**config.mk**
```make
export PLATFORM = sky130hd
export DESIGN_NAME = disk_uart_port
export DESIGN_NICKNAME = d
export VERILOG_FILES = /design/src/rtl/disk_uart_pkg.sv /design/src/rtl/uart_rx_core.sv /design/src/rtl/disk_uart_port.sv
export SDC_FILE = /design/constraint.sdc
export NUM_CORES = 1
export LEC_CHECK = 0
export ABC_AREA = 1
export ABC_CLOCK_PERIOD_IN_PS = 1600
export CAP_MARGIN = 0
export CORE_ASPECT_RATIO = 0.9
export CORE_UTILIZATION = 49
export CTS_CLUSTER_SIZE = 12
export DETAILED_ROUTE_END_ITERATION = 8
export HOLD_SLACK_MARGIN = 0.15
export PLACE_DENSITY_LB_ADDON = 0.05
export SLEW_MARGIN = 15
export SYNTH_ARGS = -nofsm -noshare
export SYNTH_HDL_FRONTEND = slang
export SYNTH_SLANG_ARGS = --single-unit
export TNS_END_PERCENT = 30
```
**constraint.sdc**
```tcl
create_clock -name clk -period 1.6 [get_ports clk]
set_input_delay 0.32 -clock clk [delete_from_list [all_inputs] [get_ports clk]]
set_output_delay 0.32 -clock clk [all_outputs]
set_load 0.01 [all_outputs]
```
**src/rtl/disk_uart_pkg.sv**
```systemverilog
// Shared definitions for the disk-side UART: FSM state encodings and timing constants.
package disk_uart_pkg;

    localparam int CLKS_PER_BIT_DEFAULT = 434;  // 50 MHz / 115200 baud
    localparam int TX_GAP_CYCLES        = 2;    // idle cycles after each transmitted frame

    typedef enum logic [2:0] {
        TX_IDLE,
        TX_START,
        TX_DATA,
        TX_STOP,
        TX_GAP
    } tx_state_t;

    typedef enum logic [1:0] {
        RX_IDLE,
        RX_START,
        RX_DATA,
        RX_STOP
    } rx_state_t;

endpackage

```
**src/rtl/uart_rx_core.sv**
```systemverilog
// 8N1 receiver: synchronises rxd, finds mid-bit sample points from the start edge and
// emits a one-cycle valid (good stop bit) or frame_err (stop bit low) per frame.
module uart_rx_core
    import disk_uart_pkg::*;
#(
    parameter int CLKS_PER_BIT = CLKS_PER_BIT_DEFAULT
) (
    input  logic       clk,
    input  logic       rst,
    input  logic       rxd,
    output logic       valid,
    output logic [7:0] data,
    output logic       frame_err
);

    localparam int                BAUD_W    = $clog2(CLKS_PER_BIT);
    localparam logic [BAUD_W-1:0] BAUD_LAST = BAUD_W'(CLKS_PER_BIT - 1);
    localparam logic [BAUD_W-1:0] BAUD_HALF = BAUD_W'(CLKS_PER_BIT / 2 - 1);
    localparam logic [BAUD_W-1:0] BAUD_ONE  = BAUD_W'(1);

    logic [1:0]        sync;
    logic              rx_s;
    rx_state_t         state, state_n;
    logic [BAUD_W-1:0] baud, baud_n;
    logic [2:0]        bit_cnt, bit_n;
    logic [7:0]        shreg, shreg_n;
    logic              valid_n, ferr_n;

    assign rx_s = sync[1];
    assign data = shreg;

    // Two-flop synchroniser; idles high so reset never looks like a start bit.
    always_ff @(posedge clk) begin
        if (rst) sync <= 2'b11;
        else     sync <= {sync[0], rxd};
    end

    // RX state register.
    always_ff @(posedge clk) begin
        if (rst) begin
            state     <= RX_IDLE;
            baud      <= '0;
            bit_cnt   <= '0;
            shreg     <= '0;
            valid     <= 1'b0;
            frame_err <= 1'b0;
        end else begin
            state     <= state_n;
            baud      <= baud_n;
            bit_cnt   <= bit_n;
            shreg     <= shreg_n;
            valid     <= valid_n;
            frame_err <= ferr_n;
        end
    end

    // RX next state: half-bit start qualification, then one sample per bit period.
    always_comb begin
        state_n = state;
        baud_n  = baud;
        bit_n   = bit_cnt;
        shreg_n = shreg;
        valid_n = 1'b0;
        ferr_n  = 1'b0;
        case (state)
            RX_IDLE: begin
                if (!rx_s) begin
                    state_n = RX_START;
                    baud_n  = '0;
                end
            end
            RX_START: begin
                if (baud == BAUD_HALF) begin
                    baud_n  = '0;
                    bit_n   = '0;
                    // Line back high at mid-start means a glitch, not a frame.
                    state_n = rx_s ? RX_IDLE : RX_DATA;
                end else begin
                    baud_n = baud + BAUD_ONE;
                end
            end
            RX_DATA: begin
                if (baud == BAUD_LAST) begin
                    baud_n  = '0;
                    shreg_n = {rx_s, shreg[7:1]};
                    if (bit_cnt == 3'd7) state_n = RX_STOP;
                    else                 bit_n   = bit_cnt + 3'd1;
                end else begin
                    baud_n = baud + BAUD_ONE;
                end
            end
            RX_STOP: begin
                if (baud == BAUD_LAST) begin
                    baud_n  = '0;
                    state_n = RX_IDLE;
                    if (rx_s) valid_n = 1'b1;
                    else      ferr_n  = 1'b1;
                end else begin
                    baud_n = baud + BAUD_ONE;
                end
            end
            default: state_n = RX_IDLE;
        endcase
    end

endmodule

```
**src/rtl/disk_uart_port.sv**
```systemverilog
// Byte-request UART port for the disk controller: TX framing, one-entry RX pending buffer,
// delivery handshake and sticky error flags.
module disk_uart_port
    import disk_uart_pkg::*;
#(
    parameter int CLKS_PER_BIT = CLKS_PER_BIT_DEFAULT
) (
    input  logic       clk,
    input  logic       rst,
    input  logic       enable,
    input  logic       we,
    input  logic [7:0] data_in,
    output logic [7:0] data_out,
    output logic       write_done,
    output logic       read_done,
    input  logic       rxd,
    output logic       txd,
    input  logic       err_clr,
    output logic       framing_err,
    output logic       overrun
);

    localparam int                BAUD_W    = $clog2(CLKS_PER_BIT);
    localparam logic [BAUD_W-1:0] BAUD_LAST = BAUD_W'(CLKS_PER_BIT - 1);
    localparam logic [BAUD_W-1:0] BAUD_ONE  = BAUD_W'(1);
    localparam logic [1:0]        GAP_LAST  = 2'(TX_GAP_CYCLES - 1);

    tx_state_t         tx_state, tx_state_n;
    logic [BAUD_W-1:0] tx_baud, tx_baud_n;
    logic [2:0]        tx_bit, tx_bit_n;
    logic [7:0]        tx_shreg, tx_shreg_n;
    logic [1:0]        tx_gap, tx_gap_n;
    logic              txd_n, write_done_n;

    logic              rx_valid, rx_ferr;
    logic [7:0]        rx_byte;
    logic              pending, deliver;
    logic [7:0]        pend_byte;

    uart_rx_core #(.CLKS_PER_BIT(CLKS_PER_BIT)) u_rx (
        .clk       (clk),
        .rst       (rst),
        .rxd       (rxd),
        .valid     (rx_valid),
        .data      (rx_byte),
        .frame_err (rx_ferr)
    );

    assign deliver = pending & enable & ~we;

    // TX state register; txd and write_done are registered so they are glitch-free.
    always_ff @(posedge clk) begin
        if (rst) begin
            tx_state   <= TX_IDLE;
            tx_baud    <= '0;
            tx_bit     <= '0;
            tx_shreg   <= '0;
            tx_gap     <= '0;
            txd        <= 1'b1;
            write_done <= 1'b0;
        end else begin
            tx_state   <= tx_state_n;
            tx_baud    <= tx_baud_n;
            tx_bit     <= tx_bit_n;
            tx_shreg   <= tx_shreg_n;
            tx_gap     <= tx_gap_n;
            txd        <= txd_n;
            write_done <= write_done_n;
        end
    end

    // TX next state: txd is loaded with the upcoming bit on each bit boundary.
    always_comb begin
        tx_state_n   = tx_state;
        tx_baud_n    = tx_baud;
        tx_bit_n     = tx_bit;
        tx_shreg_n   = tx_shreg;
        tx_gap_n     = tx_gap;
        txd_n        = txd;
        write_done_n = 1'b0;
        case (tx_state)
            TX_IDLE: begin
                txd_n = 1'b1;
                if (enable && we) begin
                    tx_shreg_n = data_in;
                    txd_n      = 1'b0;
                    tx_baud_n  = '0;
                    tx_state_n = TX_START;
                end
            end
            TX_START: begin
                if (tx_baud == BAUD_LAST) begin
                    tx_baud_n  = '0;
                    tx_bit_n   = '0;
                    txd_n      = tx_shreg[0];
                    tx_state_n = TX_DATA;
                end else begin
                    tx_baud_n = tx_baud + BAUD_ONE;
                end
            end
            TX_DATA: begin
                if (tx_baud == BAUD_LAST) begin
                    tx_baud_n = '0;
                    if (tx_bit == 3'd7) begin
                        txd_n      = 1'b1;
                        tx_state_n = TX_STOP;
                    end else begin
                        tx_shreg_n = tx_shreg >> 1;
                        txd_n      = tx_shreg[1];
                        tx_bit_n   = tx_bit + 3'd1;
                    end
                end else begin
                    tx_baud_n = tx_baud + BAUD_ONE;
                end
            end
            TX_STOP: begin
                if (tx_baud == BAUD_LAST) begin
                    tx_baud_n    = '0;
                    tx_gap_n     = '0;
                    write_done_n = 1'b1;
                    tx_state_n   = TX_GAP;
                end else begin
                    tx_baud_n = tx_baud + BAUD_ONE;
                end
            end
            TX_GAP: begin
                // Lets the controller present its next byte before we look at enable again.
                if (tx_gap == GAP_LAST) tx_state_n = TX_IDLE;
                else                    tx_gap_n   = tx_gap + 2'd1;
            end
            default: tx_state_n = TX_IDLE;
        endcase
    end

    // Pending buffer, delivery and sticky flags; a new error beats err_clr.
    always_ff @(posedge clk) begin
        if (rst) begin
            pending     <= 1'b0;
            pend_byte   <= '0;
            data_out    <= '0;
            read_done   <= 1'b0;
            framing_err <= 1'b0;
            overrun     <= 1'b0;
        end else begin
            read_done <= deliver;
            if (deliver) data_out <= pend_byte;
            if (rx_valid) begin
                pend_byte <= rx_byte;
                pending   <= 1'b1;
            end else if (deliver) begin
                pending <= 1'b0;
            end
            if (rx_valid && pending && !deliver) overrun <= 1'b1;
            else if (err_clr)                    overrun <= 1'b0;
            if (rx_ferr)      framing_err <= 1'b1;
            else if (err_clr) framing_err <= 1'b0;
        end
    end

endmodule
```
Yosys cells after proc, flatten, opt, wreduce, memory -nomap -nowiden
Cells that the tools add are included.
W data, S select, Z words.
{"block": "op_classes", "n_eq_ne": 27, "n_reduce_logical": 28, "add_sub_neg": 5, "n_mux": 49, "bitwise": 6}
{"cell": "$mux W9", "count": 5}
{"cell": "$mux W3", "count": 12}
{"cell": "$pmux W9 S3", "count": 1}
{"cell": "$mux W8", "count": 3}
{"cell": "$ne A2 B2 Y1 const B", "count": 10}
{"cell": "$add A9 B1 Y9 const B", "count": 2}
{"cell": "$eq A9 B9 Y1 const B", "count": 2}
{"cell": "$pmux W9 S2", "count": 1}
{"cell": "$mux W2", "count": 8}
{"cell": "$pmux W8 S2", "count": 1}
{"cell": "$reduce_bool A2 Y1", "count": 8}
{"cell": "$pmux W3 S5", "count": 1}
{"cell": "$mux W1", "count": 12}
{"cell": "$pmux W3 S2", "count": 2}
{"cell": "$reduce_and A4 Y1", "count": 3}
{"cell": "$eq A3 B3 Y1 const B", "count": 3}
{"cell": "$eq A9 B8 Y1 const B", "count": 1}
{"cell": "$ne A2 B1 Y1 const B", "count": 4}
{"cell": "$pmux W2 S4", "count": 1}
{"cell": "$add A3 B1 Y3 const B", "count": 2}
{"cell": "$eq A3 B2 Y1 const B", "count": 2}
{"cell": "$reduce_and A3 Y1", "count": 2}
{"cell": "$reduce_and A6 Y1", "count": 1}
{"cell": "$reduce_or A3 Y1", "count": 2}
{"cell": "16 further kinds", "count": 26}
{"block": "word_totals", "word_cells": 135, "out_inout_bits": 13, "input_bits": 14, "register_bits": 73}

Depth between registers and ports, before layout
Gate-level depths: netlist of run 1.
{"block": "logic_depth", "ltp_word": 5, "depth_mapped": 13, "mapped_depth_nobuf": 13}

Modules after synthesis
From an unflattened synthesis of run 1, not the netlist that was laid out.
{"block": "unflattened", "hier_cells": 493, "area_unflattened_um2": 3524.6}
{"mod": "disk_uart_port", "instances": 1, "cells_each": 313, "area_per_inst_um2": 2237.1}
{"mod": "uart_rx_core", "instances": 1, "cells_each": 180, "area_per_inst_um2": 1287.5}

Worst setup path after synthesis of run 1
OpenSTA, ideal clock, no wires.
{"block": "synth_timing", "path_kind": "flip-flop to flip-flop", "startpoint": "reg tx_bit[0]", "endpoint": "reg tx_shreg[7]", "setup_time_ns": 0.114, "period_less_slack_ns": 1.459, "setup_slack_ns": 0.141, "path_stages_with_launch": 9, "t_arrival_ns": 1.346, "cell_sequence": "dfxtp_1 ha_1 ha_1 inv_1 o21ai_0 a21oi_4 nand2_4 a21oi_1 nor2_1"}
{"block": "synth_via", "elab_chain_cells": 3}
{"element": "from (decl)", "line_no": "disk_uart_port.sv:30", "text": "logic [2:0] tx_bit, tx_bit_n;"}
{"element": "from (signal assigned)", "line_no": "disk_uart_port.sv:64", "text": "tx_bit <= tx_bit_n;"}
{"element": "$eq A3 B3 Y1", "line_no": "disk_uart_port.sv:104", "text": "if (tx_bit == 3'd7) begin"}
{"element": "$ne A2 B2 Y1 (no source line)"}
{"element": "$reduce_and A4 Y1 (no source line)"}
{"element": "to (signal assigned)", "line_no": "disk_uart_port.sv:65", "text": "tx_shreg <= tx_shreg_n;"}
{"element": "to (decl)", "line_no": "disk_uart_port.sv:31", "text": "logic [7:0] tx_shreg, tx_shreg_n;"}
No other way between the ends.
A chain may end at the register's enable or synchronous reset.

Worst setup path in the final report of run 1
{"block": "layout_timing", "startpoint": "reg data_out[4]", "endpoint": "out data_out[4]"}
{"element": "from (decl)", "line_no": "disk_uart_port.sv:13", "text": "output logic [7:0] data_out,"}
{"element": "from (signal assigned)", "line_no": "disk_uart_port.sv:146", "text": "if (deliver) data_out <= pend_byte;"}
No word-level cell between the ends.

==> results of run 1 <==
-- cell usage in the layout (no fill, tap or decap), types with 2 or more instances in the layout --
master	instances
nand3_1	19
inv_2	7
inv_8	4
or2_2	3
nor3_2	3
a21oi_2	3
inv_6	2
nand2_2	10
clkdlybuf4s50_1	19
ha_1	8
a31oi_1	2
buf_4	22
nor3_1	9
inv_1	52
buf_12	3
a21oi_1	43
nand2_4	3
dfxtp_2	4
nor2_2	5
nor3b_2	2
nand2_1	103
a21oi_4	2
nand4_1	5
o21ai_0	37
dlymetal6s2s_1	7
o21ai_1	2
nor2_4	2
nor2_1	52
clkbuf_8	9
dfxtp_1	69
o21ai_2	2
-- cell type report --
type	count	area [um2]
clock buffers	9	124
clock inverters	7	92.6
inverters	59	221
multi-input cells	324	1680
flip-flops and latches	73	1470
repair buffers	52	514
well taps	90	113
fillers	583	2410
-- where the power goes --
group          switching (mW)  total [mW]  internal, mW
Combinational           0.945        1.62         0.671
Sequential              0.117        2.08          1.96
Clock                   0.817        1.59         0.775
-- cell usage after synthesis (2+ instances only) --
library cell / count / area (um2)
a21oi_1: 44 / 220
a21oi_2: 3 / 26.3
a31oi_1: 2 / 12.5
buf_2: 2 / 10.0
buf_6: 3 / 33.8
clkbuf_1: 7 / 26.3
dfxtp_1: 73 / 1460
ha_1: 10 / 125
inv_1: 53 / 199
inv_2: 6 / 22.5
nand2_1: 106 / 398
nand2_2: 8 / 50.1
nand2_4: 2 / 22.5
nand3_1: 19 / 95.1
nand4_1: 5 / 31.3
nor2_1: 54 / 203
nor2_2: 4 / 25.0
nor3_1: 11 / 55.1
nor3b_2: 2 / 25.0
o21ai_0: 38 / 190
o21ai_2: 2 / 17.5
or2_2: 3 / 18.8
-- metal layers --
layer | global-route usage (%) | vias up | share of wire, %
met4 | 7.62 | 0 | 1.4
met1 | 28.5 | 1335 | 51
met3 | 5.76 | 12 | 4.3
li1 | - | 1603 | -
met2 | 34.4 | 63 | 43
met5 | 0 | - | 0
-- through the flow --
| stage | TNS (ns) | std cells |
|---|---|---|
| final | 0 | 614 |
| after global routing | -0.00370 | 614 |
| after CTS | 0 | 614 |
| after detailed placement | -0.534 | 598 |
| after global placement | -0.300 | 598 |
| after floorplan | 0 | 468 |
-- kinds of logic after synthesis --
logic type,Yosys count,synth area share [%]
AO/OA/AOI/OAI,94,15.1
flip-flops,73,43.3
AND/OR/NAND/NOR,219,28.9
adder cells (fa/ha/maj),10,3.71
buffers and inverters,71,8.65
XOR/XNOR,1,0.260
-- final timing paths --
kind	slack, ns	cells after the start	startpoint	to
max	0.05	1	data_out[4]	data_out[4]
min	0.42	1	u_rx.sync[0]	u_rx.sync[1]
max reg2reg	0.12	8	tx_bit[0]	tx_shreg[1]
min reg2reg	0.42	1	u_rx.sync[0]	u_rx.sync[1]
-- state kept, by name, summed over array words and instances, names as in the netlist, 8 cells and up, named ones only --
name       cells
data_out       8
pend_byte      8
tx_baud        9
u_rx.baud      9
u_rx.data      8
tx_shreg       8
-- repair_timing --
item	in CTS	in global routing
resized for setup	2	26
setup endpoints to repair	3	40
pin swaps	1	4
hold endpoints to repair	0	0
==> results.sh, run 1 <==
export IMPL_hold_buffers=0
export IMPL_hold_class="reg -> reg"
export IMPL_period_minus_slack_ns=1.55
export IMPL_period_share_pct=96.7
export IMPL_setup_viol=0
export IMPL_placement_io_buffers=26
export IMPL_required_ns=1.28
export IMPL_p_leak_nw=1.91
export IMPL_postCtsSetupBuffers=0
export IMPL_clock_root_buffer="clkbuf_8"
export IMPL_end_kind="output pin"
export IMPL_maxCapViolCount=0
export IMPL_cts_max_level=3
export IMPL_power_density_mw_per_mm2=1260
export IMPL_async_flop_share_pct=0
export IMPL_clkSinkCount=73
export IMPL_synthCells=468
export IMPL_hold_ws_ns=0.416
export IMPL_final_antenna_net_count=0
export IMPL_syn_area_mm2=0.00337
export IMPL_syn_to_final_growth_pct=24.8
export IMPL_yosysWarnings=0
export IMPL_gp_congestion=0.893
export IMPL_cpPeakStageDelay_ns=0.53
export IMPL_core_mm2=0.00662
export IMPL_peakVddDrop_mv=0.895
export IMPL_grt_overflow=0
export IMPL_die_h_um=80.7
export IMPL_antenna_found_initial=0
export IMPL_crit_slowest_cell="clkdlybuf4s50_1"
export IMPL_placed_cell_area_mm2=0.00391
export IMPL_wire_per_inst_um=11.2
export IMPL_crit_chain="clkdlybuf4s50_1"
export IMPL_insertion_delay_ns=0.36
export IMPL_syn_nets=492
export IMPL_start_kind="flop"
export IMPL_slew_viol_final=0
export IMPL_nets=543
export IMPL_drcViolationCount=0
export IMPL_critPathBufInv=1
export IMPL_finalInstanceArea_mm2=0.00421
export IMPL_via_count=3013
export IMPL_grt_max_degree=25
export IMPL_arrival_ns=1.23
export IMPL_dp_hpwl_mm=4.82
export IMPL_grt_usage_pct=21.8
export IMPL_hold_viol=0
export IMPL_grt_pass1_wl_mm=12.1
export IMPL_total_power_mw=5.29
export IMPL_wl_mm=6.90
export IMPL_worst_slew_pin_slew_ns=0.521
export IMPL_cts_tree="built"
export IMPL_synth_seq_cells=73
export IMPL_max_slew_margin_pct=65.2
export IMPL_path_delay_family="buffers and inverters"
export IMPL_outcome="finished, final reports clean"
export IMPL_critical_path_class="reg -> out"
export IMPL_via_per_inst=4.91
export IMPL_initial_utilization_pct=50.9
export IMPL_synth_edf_count=0
export IMPL_grt_pass1_vias=2779
export IMPL_dieWidth_um=89.4
export IMPL_ios=27
export IMPL_die_area_mm2=0.00722
export IMPL_diodes=0
export IMPL_synth_ff_type="dfxtp_1"
export IMPL_yosysUniqueCellTypes=33
export IMPL_ys_seq_area_share_pct=43.3
export IMPL_numCtsBuffers=9
export IMPL_setup_ws_ns=0.0526
export IMPL_path_clk_slew_ns=0.09
export IMPL_final_layout_size_suffix_gt1_share_pct=17.4
export IMPL_avgSynthCellArea_um2=7.21
export IMPL_worst_path_max_fanout=2
export IMPL_clock_skew_ns=0.0124
export IMPL_first_iter_violations=120
export IMPL_final_core_utilization_pct=63.6
export IMPL_rows=28
export IMPL_dp_slack_ns=-0.111
export IMPL_cts_buffer_depth=2
export IMPL_drtPass1Iterations=4
export IMPL_fmax_mhz=646
Note: power is estimated with default switching activity, not from simulation.
==> run 2, diff against run 1 <==
Settings changed: HOLD_SLACK_MARGIN 0.15 to unset.
==> results of run 2 <==
The final DEF is identical to that of run 1; final timing and power are the same.
==> run 3, diff against run 2 <==
==> constraint.sdc (replaced) <==
create_clock -name clk -period 1.6 [get_ports clk]
set_input_delay 0.16 -clock clk [delete_from_list [all_inputs] [get_ports clk]]
set_output_delay 0.16 -clock clk [all_outputs]
set_load 0.01 [all_outputs]
==> run 3 against run 2 <==
Clock power is 3% higher. Global-route usage fell by 0.94 points. Die area is the same. Via count grew 0.37%. Clock-buffer cell count increased by 1. Critical path depth up 8. Final cell count fell by 0.98%. Wire length grew 2.2%.
==> results.sh, run 3 (same netlist as run 1, synthesis figures left out) <==
export IMPL_outcome="finished, final reports clean"
export IMPL_final_layout_size_suffix_gt1_share_pct=18.3
export IMPL_multi_input_area_mm2=0.00172
export IMPL_final_common_cell="nand2_1"
export IMPL_total_power_mw=5.38
export IMPL_via_per_inst=4.97
export IMPL_slew_viol_final=0
export IMPL_fmax_mhz=639
export IMPL_critical_path_class="reg -> reg"
export IMPL_clock_power_share_pct=30.5
export IMPL_pwr_share_comb_pct=30.9
export IMPL_intPower_mw=3.52
export IMPL_via_count=3024
export IMPL_max_slew_margin_pct=63.6
export IMPL_crit_chain="inv_2 > ha_4 > nand2_2 > nor3_2 > nand2_2 > a21oi_4 > buf_6 > nand3_2 > a21oi_2"
export IMPL_start_kind="flop"
export IMPL_grt_pass1_wl_mm=11.6
export IMPL_grt_pass1_vias=2722
export IMPL_setup_ws_ns=0.0347
export IMPL_final_antenna_net_count=0
export IMPL_insertion_delay_ns=0.34
export IMPL_cpPeakStageDelay_ns=0.33
export IMPL_drtPass1Iterations=4
export IMPL_peakVddDrop_mv=0.875
export IMPL_dieWidth_um=89.4
export IMPL_path_clk_slew_ns=0.09
export IMPL_dp_hpwl_mm=4.80
export IMPL_ios=27
export IMPL_cpMostUsedCell="nand2_2"
export IMPL_period_minus_slack_ns=1.57
export IMPL_diodes=0
export IMPL_maxCapViolCount=0
export IMPL_die_h_um=80.7
export IMPL_instances_no_fill=608
export IMPL_gp_congestion=0.843
export IMPL_required_ns=1.88
export IMPL_top_regs="tx_baud x9, u_rx.baud x9"
export IMPL_end_kind="flop"
export IMPL_ff_latch_area_mm2=0.00147
export IMPL_grt_max_degree=25
export IMPL_numCtsBuffers=9
export IMPL_clkSinkCount=73
export IMPL_rows=28
export IMPL_power_share_sequential_pct=38.7
export IMPL_worst_path_max_fanout=4
export IMPL_antenna_found_initial=0
export IMPL_crit_slowest_cell="dfxtp_2"
export IMPL_die_area_mm2=0.00722
export IMPL_num_fill_cells=585
export IMPL_clock_skew_ns=0.0136
export IMPL_p_sw_share_pct=34.6
export IMPL_cts_buffer_depth=2
export IMPL_core_mm2=0.00662
export IMPL_path_delay_family="compound AO/OA/AOI/OAI gates"
export IMPL_critPathBufInv=2
export IMPL_drcViolationCount=0
export IMPL_wl_mm=7.05
export IMPL_cts_max_level=3
export IMPL_placement_io_buffers=26
export IMPL_grt_overflow=0
export IMPL_wire_per_inst_um=11.6
export IMPL_hold_viol=0
export IMPL_initial_utilization_pct=50.9
export IMPL_nets=537
export IMPL_power_density_mw_per_mm2=1290
export IMPL_setup_viol=0
export IMPL_syn_to_final_growth_pct=23.6
export IMPL_first_iter_violations=112
export IMPL_clock_root_buffer="clkbuf_8"
export IMPL_hold_buffers=0
export IMPL_rsz0062_at_grt="true"
export IMPL_period_share_pct=97.8
export IMPL_grt_usage_pct=20.8
export IMPL_hold_class="in -> reg"
export IMPL_p_leak_nw=1.75
export IMPL_arrival_ns=1.85
export IMPL_dpl_cell_count=588
export IMPL_cts_tree="built"
export IMPL_worst_slew_pin_slew_ns=0.545
export IMPL_dp_slack_ns=-0.0117
export IMPL_final_cell_mix="nand2_1, dfxtp_1, nor2_1"
export IMPL_switchingPower_mw=1.86
export IMPL_hold_ws_ns=0.399
## run 3: power by group through the flow
stage | Sequential [mW] | Combinational, mW | Clock, mW
3_3_place_gp | 2.11 | 1.36 | 0
2_1_floorplan | 2.09 | 1.04 | 0
3_5_place_dp | 2.11 | 1.36 | 0
5_1_grt | 2.10 | 1.86 | 1.76
6_report | 2.08 | 1.66 | 1.64
4_1_cts | 2.07 | 1.43 | 1.67
## run 3: layout make-up
| class | count | area share (%) |
|---|---|---|
| clock buffer | 10 | 3.30 |
| multi-input combinational | 325 | 41.2 |
| sequential | 73 | 35.2 |
| timing repair buffer | 45 | 10.1 |
| inverter | 59 | 5.31 |
| clock inverter | 6 | 2.16 |
| tap | 90 | 2.70 |
## run 3: what timing repair did
item | CTS | global route
buffers inserted | 2 | 1
resized for setup | 0 | 31
endpoints found under the hold margin | 0 | 0
endpoints found under the setup margin | 2 | 36
gates cloned | 0 | 1
pin swaps | 0 | 13
## run 3: metal layers
metal,track usage (%),up-vias,share of wire [%]
met5,0,-,0
met4,5.08,0,0.99
met3,6.17,13,4.7
met2,33.1,71,45
met1,27.6,1349,49
li1,-,1591,-
## run 3: stage by stage
stage          util, %  setup TNS [ns]  cell area, um2
2_1_floorplan        -               0            3370
3_3_place_gp      57.5               0            3810
3_5_place_dp      57.5         -0.0117            3810
4_1_cts           61.2       -0.000768            4050
5_1_grt           62.9          -0.818            4170
6_report          62.9               0            4170
## run 3: path summary, 6_finish.rpt
kind                      from  cells after the start      endpoint  slack, ns
hold / removal             rxd                      2  u_rx.sync[0]       0.40
setup reg to reg    tx_baud[1]                      9   tx_shreg[6]       0.03
setup / recovery    tx_baud[1]                      9   tx_shreg[6]       0.03
hold reg to reg   u_rx.sync[0]                      1  u_rx.sync[1]       0.44
## run 3: worst reg2reg max path, delay by kind of cell (launching register included)
family          cells  cell delay, ns
compound gates      2            0.42
flops               1            0.33
simple gates        4            0.41
fa+ha+maj           1            0.13
buf+inv             2            0.24
